--- config.mk ---
export PLATFORM = sky130hd
export DESIGN_NAME = pmem_arbiter
export DESIGN_NICKNAME = d
export VERILOG_FILES = /design/src/rtl/pmem_arbiter.sv
export SDC_FILE = /design/constraint.sdc
export NUM_CORES = 1
export LEC_CHECK = 0
export ABC_CLOCK_PERIOD_IN_PS = 2750
export BUFFER_PORTS_ARGS = -buffer_cell sky130_fd_sc_hd__buf_2
export CAP_MARGIN = 25
export CELL_PAD_IN_SITES_DETAIL_PLACEMENT = 1
export CELL_PAD_IN_SITES_GLOBAL_PLACEMENT = 2
export CORE_AREA = 8 8 264 266
export DETAILED_ROUTE_END_ITERATION = 12
export DIE_AREA = 0 0 272 274
export PLACE_DENSITY_LB_ADDON = 0.1
export SYNTH_ARGS = -nofsm -noshare
export SYNTH_HDL_FRONTEND = slang
export SYNTH_SLANG_ARGS = --single-unit
--- constraint.sdc ---
create_clock -name clk -period 2.75 [get_ports clk]
set_input_delay 0.4125 -clock clk [delete_from_list [all_inputs] [get_ports clk]]
set_output_delay 0.4125 -clock clk [all_outputs]
set_load 0.02 [all_outputs]
--- src/rtl/pmem_arbiter.sv ---
// Arbitrates I-cache and D-cache line fills/writebacks onto one physical memory port.
// Define PMEM_ARB_ROUND_ROBIN_EN to alternate grants under contention (default: fixed D-over-I).
module pmem_arbiter #(
  parameter int ADDR_W = 16,
  parameter int LINE_W = 128
) (
  input  logic              clk,
  input  logic              reset_n,
  input  logic              i_pmem_read,
  input  logic [ADDR_W-1:0] i_pmem_address,
  output logic [LINE_W-1:0] i_pmem_rdata,
  output logic              i_pmem_resp,
  input  logic              d_pmem_read,
  input  logic              d_pmem_write,
  input  logic [ADDR_W-1:0] d_pmem_address,
  input  logic [LINE_W-1:0] d_pmem_wdata,
  output logic [LINE_W-1:0] d_pmem_rdata,
  output logic              d_pmem_resp,
  output logic              pmem_read,
  output logic              pmem_write,
  output logic [ADDR_W-1:0] pmem_address,
  output logic [LINE_W-1:0] pmem_wdata,
  input  logic [LINE_W-1:0] pmem_rdata,
  input  logic              pmem_resp
);

  typedef enum logic [1:0] {IDLE, SERVE_I, SERVE_D, RECOVER} state_t;

  localparam logic [ADDR_W-1:0] LINE_MASK = {{(ADDR_W-4){1'b1}}, 4'b0000};

  state_t      state, state_next;
  logic        op_write_q;
  logic        last_grant_d;
  logic        d_req;
  logic        prefer_d;
  logic        grant_d;
  logic        grant_i;
  logic [ADDR_W-1:0] addr_sel;

  assign i_pmem_rdata = pmem_rdata;
  assign d_pmem_rdata = pmem_rdata;

  // Fixed priority keeps last_grant up to date but never lets it steer the choice.
  always_comb begin
    d_req = d_pmem_read | d_pmem_write;
`ifdef PMEM_ARB_ROUND_ROBIN_EN
    prefer_d = ~last_grant_d;
`else
    prefer_d = last_grant_d | 1'b1;
`endif
    if (d_req && i_pmem_read) grant_d = prefer_d;
    else                      grant_d = d_req;
    grant_i  = i_pmem_read & ~grant_d;
    addr_sel = grant_d ? d_pmem_address : i_pmem_address;
  end

  always_ff @(posedge clk or negedge reset_n) begin
    if (!reset_n) state <= IDLE;
    else          state <= state_next;
  end

  // Resp is forwarded combinationally so the cache sees it in the same cycle as pmem_resp.
  always_comb begin
    state_next  = state;
    pmem_read   = 1'b0;
    pmem_write  = 1'b0;
    i_pmem_resp = 1'b0;
    d_pmem_resp = 1'b0;
    case (state)
      IDLE: begin
        if (grant_d)      state_next = SERVE_D;
        else if (grant_i) state_next = SERVE_I;
      end
      SERVE_I: begin
        pmem_read = 1'b1;
        if (pmem_resp) begin
          i_pmem_resp = 1'b1;
          state_next  = RECOVER;
        end
      end
      SERVE_D: begin
        pmem_read  = ~op_write_q;
        pmem_write = op_write_q;
        if (pmem_resp) begin
          d_pmem_resp = 1'b1;
          state_next  = RECOVER;
        end
      end
      RECOVER: state_next = IDLE;
      default: state_next = IDLE;
    endcase
  end

  // A simultaneous read+write from the D-cache is latched as a write.
  always_ff @(posedge clk or negedge reset_n) begin
    if (!reset_n) begin
      pmem_address <= '0;
      pmem_wdata   <= '0;
      op_write_q   <= 1'b0;
      last_grant_d <= 1'b1;
    end else if (state == IDLE && (grant_d || grant_i)) begin
      pmem_address <= addr_sel & LINE_MASK;
      op_write_q   <= grant_d & d_pmem_write;
      last_grant_d <= grant_d;
      if (grant_d && d_pmem_write) pmem_wdata <= d_pmem_wdata;
    end
  end

endmodule

==> flow_summary.ini <==
[global_routing]
grt.overflow.total = 0
grt_pass1_vias = 5056
grt_usage_pct = 7.046
grt_first_pass_wirelength_um = 37540
antenna_found_initial = 12
grt_start_max_net_pins = 53

[floorplanning]
start_util_pct = 11.52
pin_count = 698
core_area_um2 = 65280
rows = 94
die-area_um2 = 74530
die-height_um = 274
die_w_um = 272

[setup_path]
end_kind = output pin
cp.arrival_ns = 1.63
timing.rr.end = pmem_wdata[117]
ff2ff_path_depth = 5
path_class = register to output pin
reg2reg_slack_ns = 0.83
startpoint_type = register
reg2reg_from = state[1]
worstPathMaxFanout = 4
critPathRequiredTime_ns = 2.34

[clock_tree]
cts-buffers-inserted = 17
cts_max_level = 4
cts_sinks = 143
worstSkewPairLatency_ns = 0.47
clk_path_buf_depth = 2
clkSlewWorstSetupHoldPaths_ns = 0.07
cts_tree = yes
clock_tree.root_cell = clkbuf_16

[placement]
place_area_um2 = 8175
place_ws_ns = 0.7522
finalWeightedCongestion = 0.6269
dp_hpwl_um = 19600
io_buffers = 301

[synthesis]
syn-cell-area_um2 = 7517
synth_cell_type_count = 20
ys_seq_area_share_pct = 47.60
synthDominantCellAreaShare_pct = 47.60
yosys-top-cells-area = dfrtp_1, buf_4, mux2_1
ys_ff_latch = 143
yosysWarnings = 0
syn_inst = 609
synth_top_area_cell = dfrtp_1
avgSynthCellArea_um2 = 12.34

[power]
power_switching_mw = 4.399
switching_share_pct = 40.98
power.internal_mw = 6.335
pwr-share-clk_pct = 23.7
comb_power_share_pct = 41.9
seqPwrFrac_pct = 34.4
peakVddDrop_v = 0.0004416
p_per_area_nw_per_um2 = 1219
p_leak_nw = 4.042

[sta]
period_minus_slack_ns = 2.047
post-route-period-util_pct = 74.44
tightest_slew_ns = 0.5536
finalHoldViolCount = 0
slew_violations = 0
finalClockSkew_ns = 0.008834
rsz0062_at_grt = no
maxSlewHeadroom_pct = 63.09
setup_viol_count_final = 0
tns_ns = 0
fmax_ghz = 0.4885
setup_ws_ns = 0.7028

[detailed_routing]
wl_per_cell_um = 16.68
drt_iter0_markers = 90
wl_um = 25830
drc = 0
via_per_inst = 2.785
vias = 4314
first_pass_iters = 3
drtAntennaViolNets = 0

[layout]
drive_above_1_share_pct = 53.61
final_util_pct = 13.49
areaGrowthSynthToFinish_pct = 17.14
mostFrequentLayoutCell = buf_2
nets = 964
final_cell_mix = buf_2, dfrtp_1, mux2_1
stdcell_area_um2 = 8806

[flow_run]
maxCapViolations = 0

[status]
status = finished, final reports clean

[min_path]
worstHoldPathCells = 2
hold_start = d_pmem_wdata[2]
hold_end = pmem_wdata[2]
hp-class = primary input to register
## state kept, by name, indices dropped and copies added (netlist names)
| signal | cells |
|---|---|
| pmem_wdata | 128 |
| pmem_address | 12 |
| state | 2 |
| op_write_q | 1 |
## power by group through the flow
stage	sequential (mW)	combinational [mW]	clock (mW)
floorplan	5.03	1.92	0
global placement	3.74	4.74	0
detailed placement	3.75	4.70	0
CTS	3.72	4.70	2.77
global route	3.88	4.94	2.81
finish	3.69	4.50	2.54
## synthesized netlist by cell type, drive strengths merged
cell and count:
a21oi 2, mux2 129, mux2i 14, nor2 2, nor2b 2, nor3 1
o21ai 12, o31ai 1, dfrtp 143, conb 1, ha 4, inv 2
o21a 1, nand2 15, and2 3, buf 277
## critical path, stage by stage, from the launching register on
cell	delay (ns)
dfrtp_1	0.38
inv_1	0.09
ha_1	0.36
o21a_1	0.16
buf_2	0.18
## worst max path at each step
stage	startpoint	end	slack, ns	depth (start not counted)
floorplan	state[0]	pmem_wdata[100]	1.24	6
global placement	state[1]	pmem_wdata[117]	0.73	5
detailed placement	state[0]	pmem_wdata[117]	0.75	5
CTS	state[0]	pmem_read	0.59	5
global route	state[0]	pmem_read	0.51	5
finish	state[1]	pmem_read	0.70	4
## cell families (layout without fill, tap and decap cells)
kind of cell	after synthesis	after routing	share of synthesized area, %
buffers and inverters	279	346	27.93
multiplexers	143	143	21.19
other	1	10	0.04989
adder cells (fa/ha/maj)	4	4	0.6658
AO/OA/AOI/OAI	16	16	1.198
AND/OR/NAND/NOR	23	23	1.365
flip-flops	143	143	47.60
## per-stage QoR
| stage | hold slack, ns | total power [mW] | cells |
|---|---|---|---|
| final | 0.1510 | 10.73 | 1549 |
| after global routing | 0.09402 | 11.63 | 1545 |
| after detailed placement | 0.4478 | 8.447 | 1510 |
| after floorplan | 0.1169 | 6.948 | 612 |
| after CTS | 0.07525 | 11.20 | 1543 |
| after global placement | 0.4496 | 8.481 | 1510 |
## metal layers
metal / up-vias / global-route usage [%] / wire length [µm]
li1: 1861 / - / -
met1: 2046 / 6.927 / 9053
met2: 307 / 10.53 / 11940
met3: 88 / 5.575 / 3750
met4: 12 / 3.840 / 1010
met5: - / 0 / 80
## timing repair
| item | 4_1_cts | 5_1_grt |
|---|---|---|
| buffers inserted | 0 | 0 |
| hold endpoints to repair | 43 | 0 |
| resized for setup | 0 | 0 |
| endpoints found under the setup margin | 0 | 0 |
| hold buffers | 1 | 0 |
## layout make-up
type | instances | area (µm²)
multi-input cells | 190 | 1858
inverters | 2 | 7.507
repair buffers | 312 | 1660
well taps | 864 | 1081
diodes | 6 | 15.01
clock buffers | 20 | 446.7
clock inverters | 12 | 158.9
flip-flops and latches | 143 | 3578
fillers | 7581 | 56470
(Power assumes the default switching activity.)
